**src/rtl/uart_tx_frame.sv**
```systemverilog
// Serial UART frame transmitter: start bit, WIDTH data bits LSB first, optional
// even/odd parity bit, one stop bit. One line bit per clock edge.
module uart_tx_frame #(
   parameter int WIDTH = 8
) (
   input  logic             clk,
   input  logic             rst,
   input  logic [WIDTH-1:0] P_DATA,
   input  logic             Data_Valid,
   input  logic             PAR_EN,
   input  logic             PAR_TYP,
   output logic             TX_OUT,
   output logic             Busy
);

   localparam int CNT_W = (WIDTH > 1) ? $clog2(WIDTH) : 1;
   localparam logic [CNT_W-1:0] CNT_LAST = CNT_W'(WIDTH - 1);

   typedef enum logic [2:0] {IDLE, START, DATA, PARITY, STOP} state_t;

   state_t           state;
   logic [CNT_W-1:0] cnt;
   logic [CNT_W-1:0] cnt_nxt;
   logic [WIDTH-1:0] data_q;
   logic             par_en_q;
   logic             par_typ_q;

   assign cnt_nxt = cnt + CNT_W'(1);

   function automatic logic parity_bit(input logic [WIDTH-1:0] d, input logic odd);
      return (^d) ^ odd;
   endfunction

   // Outputs are loaded with the value of the state being entered, so the line
   // and Busy always come straight from flops.
   always_ff @(posedge clk or posedge rst) begin
      if (rst) begin
         state     <= IDLE;
         cnt       <= '0;
         data_q    <= '0;
         par_en_q  <= 1'b0;
         par_typ_q <= 1'b0;
         TX_OUT    <= 1'b1;
         Busy      <= 1'b0;
      end else begin
         case (state)
            IDLE: begin
               if (Data_Valid) begin
                  data_q    <= P_DATA;
                  par_en_q  <= PAR_EN;
                  par_typ_q <= PAR_TYP;
                  state     <= START;
                  TX_OUT    <= 1'b0;
                  Busy      <= 1'b1;
               end else begin
                  TX_OUT <= 1'b1;
                  Busy   <= 1'b0;
               end
            end
            START: begin
               state  <= DATA;
               cnt    <= '0;
               TX_OUT <= data_q[0];
               Busy   <= 1'b1;
            end
            DATA: begin
               Busy <= 1'b1;
               if (cnt == CNT_LAST) begin
                  if (par_en_q) begin
                     state  <= PARITY;
                     TX_OUT <= parity_bit(data_q, par_typ_q);
                  end else begin
                     state  <= STOP;
                     TX_OUT <= 1'b1;
                  end
               end else begin
                  cnt    <= cnt_nxt;
                  TX_OUT <= data_q[cnt_nxt];
               end
            end
            PARITY: begin
               state  <= STOP;
               TX_OUT <= 1'b1;
               Busy   <= 1'b1;
            end
            STOP: begin
               state  <= IDLE;
               TX_OUT <= 1'b1;
               Busy   <= 1'b0;
            end
            default: begin
               state  <= IDLE;
               TX_OUT <= 1'b1;
               Busy   <= 1'b0;
            end
         endcase
      end
   end

endmodule

```
**config.mk**
```make
export PLATFORM = sky130hd
export DESIGN_NAME = uart_tx_frame
export DESIGN_NICKNAME = d
export VERILOG_FILES = /design/src/rtl/uart_tx_frame.sv
export SDC_FILE = /design/constraint.sdc
export NUM_CORES = 1
export LEC_CHECK = 0
export ABC_CLOCK_PERIOD_IN_PS = 4500
export CAP_MARGIN = 0
export CORE_MARGIN = 3
export CORE_UTILIZATION = 56
export CTS_CLUSTER_DIAMETER = 30
export CTS_CLUSTER_SIZE = 16
export DETAILED_ROUTE_END_ITERATION = 10
export PLACE_DENSITY = 0.87
export SYNTH_ARGS = -nofsm -noshare
export SYNTH_HDL_FRONTEND = slang
export SYNTH_SLANG_ARGS = --single-unit
```
**constraint.sdc**
```tcl
create_clock -name clk -period 4.5 [get_ports clk]
set_input_delay 0.9 -clock clk [delete_from_list [all_inputs] [get_ports clk]]
set_output_delay 0.9 -clock clk [all_outputs]
set_load 0.1 [all_outputs]
```
==> flow_metrics.env, run 1 <==
export IMPL_status="complete, no violations"
export IMPL_fin_crit_sh=0.6299
export IMPL_hold_class="register to register"
export IMPL_routed_wl_um=1671
export IMPL_critPathCaptureType="primary output"
export IMPL_syn_cell_area_um2=1008
export IMPL_slowest_stage="clkdlybuf4s50_1"
export IMPL_setup_tns_final_ns=0
export IMPL_maxCapViolations=0
export IMPL_powerDensity_nw_per_um2=788.0
export IMPL_syn_area_per_cell_um2=12.77
export IMPL_insertion_delay_ns=0.29
export IMPL_min_path_cells=1
export IMPL_overflow=0
export IMPL_drive_gt1_frac=0.2553
export IMPL_finClkSkew_ns=0.004412
export IMPL_ios=15
export IMPL_max_freq_ghz=0.3528
export IMPL_dieWidth_um=48.44
export IMPL_ys_warn_count=0
export IMPL_clkTransAtPathRegs_ns=0.10
export IMPL_dp_hpwl_um=1233
export IMPL_min_from="cnt[1]"
export IMPL_yosys_area_share_simple=0.07692
export IMPL_grt_busiest_layer="met2"
export IMPL_synth_edf_count=0
export IMPL_dp_cells=114
export IMPL_num_rows=14
export IMPL_relSlewSlack=0.3594
export IMPL_synth_mux_area_frac=0.1935
export IMPL_vdd_drop_max_uv=489.4
export IMPL_grt_pass1_wl_um=2925
export IMPL_finalSetupViolations=0
export IMPL_cts_tree="done"
export IMPL_worst_slew_pin_slew_ns=0.9579
export IMPL_vias_per_cell=5.525
export IMPL_synth_xor_area_share=0.09429
export IMPL_clkSinkCount=18
export IMPL_cts_resized=0
export IMPL_place_ws_ns=1.988
export IMPL_dr_first_iter_drc_count=13
export IMPL_cp_endpoint="TX_OUT"
export IMPL_synth_fa_ha_area_frac=0.02481
export IMPL_use_met3=0.03681
export IMPL_syn_inst=79
export IMPL_setup_worst_path_start="TX_OUT"
export IMPL_critPathArrivalTime_ns=1.93
export IMPL_synth_cell_types=30
export IMPL_period_minus_slack_ns=2.835
export IMPL_r2r_end="TX_OUT"
export IMPL_rsz0062_at_grt="false"
export IMPL_track_usage=0.1581
export IMPL_worst_slack_ns=1.665
export IMPL_die_h_um=48.44
export IMPL_drc=0
export IMPL_synth_fp_nets=94
export IMPL_numCtsBuffers=3
export IMPL_async_flop_share=1.000
export IMPL_dieArea_um2=2346
export IMPL_post_cts_setup_buffers=0
export IMPL_crit_buf_inv=1
export IMPL_cts_max_path_buffers=2
export IMPL_coreArea_um2=1594
export IMPL_power_uw=949.5
export IMPL_fin_cells=118
export IMPL_port_buffer_count=14
export IMPL_grt_pass1_vias=679
export IMPL_critPathMaxStageDelay_ns=1.12
export IMPL_grt_max_degree=19
export IMPL_synth_top_family_by_area="multiplexers"
export IMPL_hold_viol=0
export IMPL_cp_top_family="buffers and inverters"
export IMPL_p_leak_uw=0.0005095
export IMPL_required_ns=3.60
export IMPL_syn2layout_area_growth_pct=19.48
export IMPL_drtPass1Iterations=4
export IMPL_gp_congestion=0.8016
export IMPL_final_antenna_net_count=0
export IMPL_fillCellCount=104
export IMPL_ys_seq_area_frac=0.4479
export IMPL_via_count=652
export IMPL_met2_usage=0.2546
export IMPL_r2r_start="cnt[0]"
export IMPL_grtUsageMet1=0.2093
export IMPL_synth_ff_type="dfrtp_1"
export IMPL_worstSetupPathType="register to primary output"
export IMPL_final_max_slew_viol_count=0
export IMPL_cp_depth=1
export IMPL_critPathLaunchType="register"
export IMPL_fin_nets=110
export IMPL_root_buffer="clkbuf_4"
export IMPL_h_tree_depth=1
export IMPL_antenna_found_initial=0
export IMPL_post_drt_wl_per_cell_um=14.16
export IMPL_ctsHoldBuffers=0
export IMPL_layout_commonest_cell="dfrtp_1"
export IMPL_start_util=0.6327
export IMPL_synth_compound_area_share=0.1340
export IMPL_mostFrequentLayoutCells="dfrtp_1 (17), clkdlybuf4s50_1 (14), mux2_2 (10), a22o_1 (5)"
export IMPL_r2r_cells=6
export IMPL_ys_ff_latch=18
export IMPL_r2r_setup_slack_ns=2.39
export IMPL_critPathMaxFanout=1
export IMPL_cp_cell_sequence="clkdlybuf4s50_1"
export IMPL_num_antenna_cells=0
## synthesized netlist by cell type, drive strengths merged, types with 3 or more instances
cell type | n | area [um^2]
o21ai | 3 | 18.77
nor3 | 3 | 15.01
dfrtp | 17 | 425.4
inv | 3 | 11.26
mux2 | 15 | 172.7
a21oi | 5 | 28.78
a22o | 5 | 43.79
## metal layers
metal	up-vias	wire, um
met4	0	9
met3	2	68
met5	-	0
met1	319	771
met2	11	821
li1	320	-
## sequential cells by signal, indices dropped and copies added (netlist names)
name,cells
data_q,8
cnt,3
state,3
Busy,1
TX_OUT,1
par_en_q,1
par_typ_q,1
## report_power, final
group	total [uW]	switching (uW)	leakage, uW	internal [uW]
Combinational	517	221	0.000272	296
Clock	98.4	49.1	0.0000210	49.3
Sequential	334	92.6	0.000217	242
Total	949	363	0.000510	587
## worst register-to-register path: stages (launching register included)
cell and delay [ns]:
dfrtp_1 0.44, ha_1 0.22, ha_1 0.38, mux2_1 0.34, mux4_2 0.48, o21ai_2 0.14
a21oi_2 0.07
## cell families after synthesis
kind of cell             Yosys count
multiplexers                      16
XOR/XNOR                           6
buffers and inverters              7
AO/OA/AOI/OAI                     17
adder cells (fa/ha/maj)            2
AND/OR/NAND/NOR                   13
flip-flops                        18
## worst min path at each step
stage                endpoint  slack, ns
floorplan              cnt[2]       0.49
global placement    par_typ_q       0.52
detailed placement     cnt[1]       0.53
CTS                    cnt[1]       0.56
global route           cnt[1]       0.58
finish                 cnt[1]       0.56
## through the flow
step | util | hold slack, ns | instance area (um^2)
2_1_floorplan | - | 0.4943 | 1008
3_3_place_gp | 0.7331 | 0.5228 | 1169
3_5_place_dp | 0.7331 | 0.5289 | 1169
4_1_cts | 0.7559 | 0.5601 | 1205
5_1_grt | 0.7559 | 0.5767 | 1205
6_report | 0.7559 | 0.5572 | 1205
## layout make-up
| class | count | area [um^2] | share of cell area |
|---|---|---|---|
| Inverter | 3 | 11.26 | 0.009346 |
| Multi-Input combinational cell | 54 | 528.0 | 0.4382 |
| Clock buffer | 4 | 36.28 | 0.03011 |
| Sequential cell | 18 | 451.7 | 0.3749 |
| Timing Repair Buffer | 15 | 147.6 | 0.1225 |
| Tap cell | 24 | 30.03 | 0.02492 |
No activity file was read; power rests on OpenSTA's default activity.
==> run 2, diff against run 1 <==
==> config.mk (replaced) <==
export PLATFORM = sky130hd
export DESIGN_NAME = uart_tx_frame
export DESIGN_NICKNAME = d
export VERILOG_FILES = /design/src/rtl/uart_tx_frame.sv
export SDC_FILE = /design/constraint.sdc
export NUM_CORES = 1
export LEC_CHECK = 0
export ABC_CLOCK_PERIOD_IN_PS = 2600
export CAP_MARGIN = 0
export CORE_MARGIN = 3
export CORE_UTILIZATION = 47
export CTS_CLUSTER_DIAMETER = 30
export CTS_CLUSTER_SIZE = 16
export DETAILED_ROUTE_END_ITERATION = 10
export PLACE_DENSITY = 0.79
export SYNTH_ARGS = -nofsm -noshare
export SYNTH_HDL_FRONTEND = slang
export SYNTH_SLANG_ARGS = --single-unit
==> constraint.sdc (replaced) <==
create_clock -name clk -period 2.6 [get_ports clk]
set_input_delay 0.52 -clock clk [delete_from_list [all_inputs] [get_ports clk]]
set_output_delay 0.52 -clock clk [all_outputs]
set_load 0.1 [all_outputs]
==> flow_metrics.env, run 2 (synthesized netlist as in run 1, its figures left out) <==
export IMPL_status="complete, no violations"
export IMPL_rsz0062_at_grt="false"
export IMPL_required_ns=2.83
export IMPL_cts_resized=0
export IMPL_post_cts_setup_buffers=0
export IMPL_cp_top_family="multiplexers"
export IMPL_p_leak_uw=0.0005159
export IMPL_worst_slew_pin_slew_ns=0.6945
export IMPL_coreArea_um2=2002
export IMPL_clkSinkCount=18
export IMPL_crit_top_cell="ha_1"
export IMPL_numCtsBuffers=3
export IMPL_largest_registers="data_q: 8 flops, cnt: 3 flops, state: 3 flops"
export IMPL_grt_pass1_vias=668
export IMPL_dieWidth_um=52.32
export IMPL_worstSetupPathType="register to register"
export IMPL_gp_congestion=0.7728
export IMPL_vdd_drop_max_uv=631.4
export IMPL_vias_per_cell=5.352
export IMPL_hold_ws_ns=0.5507
export IMPL_powerDensity_nw_per_um2=1357
export IMPL_dieArea_um2=2737
export IMPL_multiInputGateArea_um2=528.0
export IMPL_drtPass1Iterations=4
export IMPL_track_usage=0.1516
export IMPL_num_antenna_cells=0
export IMPL_drive_gt1_frac=0.2842
export IMPL_finClkSkew_ns=0.003927
export IMPL_critPathLaunchType="register"
export IMPL_num_rows=16
export IMPL_dr_first_iter_drc_count=8
export IMPL_die_h_um=52.32
export IMPL_port_buffer_count=14
export IMPL_routed_wl_um=1758
export IMPL_root_buffer="clkbuf_4"
export IMPL_h_tree_depth=1
export IMPL_antenna_found_initial=0
export IMPL_insertion_delay_ns=0.29
export IMPL_finalSetupViolations=0
export IMPL_mostFrequentLayoutCells="dfrtp_1 (17), clkdlybuf4s50_1 (12), mux2_2 (10), a22o_1 (5)"
export IMPL_post_drt_wl_per_cell_um=14.41
export IMPL_via_count=653
export IMPL_critPathMaxStageDelay_ns=0.47
export IMPL_hold_class="register to register"
export IMPL_max_freq_ghz=0.4756
export IMPL_overflow=0
export IMPL_dp_hpwl_um=1312
export IMPL_place_area_um2=1175
export IMPL_largest_register_ffs=8
export IMPL_regMostFlops="data_q"
export IMPL_period_minus_slack_ns=2.103
export IMPL_ios=15
export IMPL_final_antenna_net_count=0
export IMPL_maxCapViolations=0
export IMPL_fin_nets=111
export IMPL_grt_pass1_wl_um=3036
export IMPL_final_cell_area_um2=1211
export IMPL_ctsHoldBuffers=0
export IMPL_grt_max_degree=19
export IMPL_relSlewSlack=0.5365
export IMPL_critPathArrivalTime_ns=2.33
export IMPL_setup_tns_final_ns=0
export IMPL_cp_cell_sequence="ha_1 -> ha_1 -> mux2_1 -> mux4_2 -> o21ai_2 -> a21oi_2"
export IMPL_layout_commonest_cell="dfrtp_1"
export IMPL_hold_viol=0
export IMPL_slowest_stage="mux4_2"
export IMPL_drc=0
export IMPL_fin_crit_sh=0.8087
export IMPL_layout_area_seq_um2=451.7
export IMPL_fillCellCount=163
export IMPL_start_util=0.5037
export IMPL_critPathCaptureType="register"
export IMPL_critPathMaxFanout=5
export IMPL_crit_buf_inv=0
export IMPL_cts_tree="done"
export IMPL_final_max_slew_viol_count=0
export IMPL_cts_max_path_buffers=2
export IMPL_syn2layout_area_growth_pct=20.10
export IMPL_clkTransAtPathRegs_ns=0.10
run 2: cell count changes in the layout (fill, tap and decap cells not counted), sizes merged:
cell	delta
buf	+3
clkdlybuf4s50	-2
run 2: path summary, 6_finish.rpt:
check	from	end	slack [ns]	cells past startpoint
setup / recovery	cnt[0]	TX_OUT	0.50	6
max in group asynchronous	rst	cnt[1]	1.53	2
hold / removal	cnt[2]	cnt[2]	0.55	1
min in group asynchronous	rst	data_q[1]	0.63	2
hold reg to reg	cnt[2]	cnt[2]	0.55	1
setup reg to reg	cnt[0]	TX_OUT	0.50	6
run 2: worst register-to-register path: cells and delay by family (launching register included):
family                   cells  cell delay, ns
multiplexers                 2            0.81
adder cells (fa/ha/maj)      2            0.59
flip-flops                   1            0.44
AO/OA/AOI/OAI                2            0.21
run 2: final cells by class:
type,count,area share
Clock buffer,4,0.02996
Sequential cell,18,0.3729
Multi-Input combinational cell,54,0.4360
Inverter,3,0.009298
Timing Repair Buffer,16,0.1240
Tap cell,27,0.02789
run 2: power breakdown:
part | internal (uW) | leakage (uW) | switching [uW]
Sequential | 418 | 0.000217 | 166
Combinational | 512 | 0.000278 | 375
Clock | 85.2 | 0.0000210 | 87.4
Total | 1020 | 0.000516 | 628
run 2: layer usage:
| metal | up-vias | global-route usage | share of wire |
|---|---|---|---|
| li1 | 322 | - | - |
| met1 | 309 | 0.2004 | 0.44 |
| met2 | 20 | 0.2438 | 0.50 |
| met3 | 2 | 0.01709 | 0.046 |
| met4 | 0 | 0.07660 | 0.013 |
| met5 | - | 0 | 0 |
run 2: per-stage QoR:
| stage | instances | power (uW) | util | setup WS (ns) |
|---|---|---|---|---|
| after floorplan | 79 | 1318 | - | 0.5850 |
| after global placement | 118 | 1459 | 0.5869 | 0.4340 |
| after detailed placement | 118 | 1478 | 0.5869 | 0.4165 |
| after CTS | 122 | 1658 | 0.6050 | 0.4818 |
| after global routing | 122 | 1770 | 0.6050 | 0.4092 |
| final | 122 | 1644 | 0.6050 | 0.4974 |
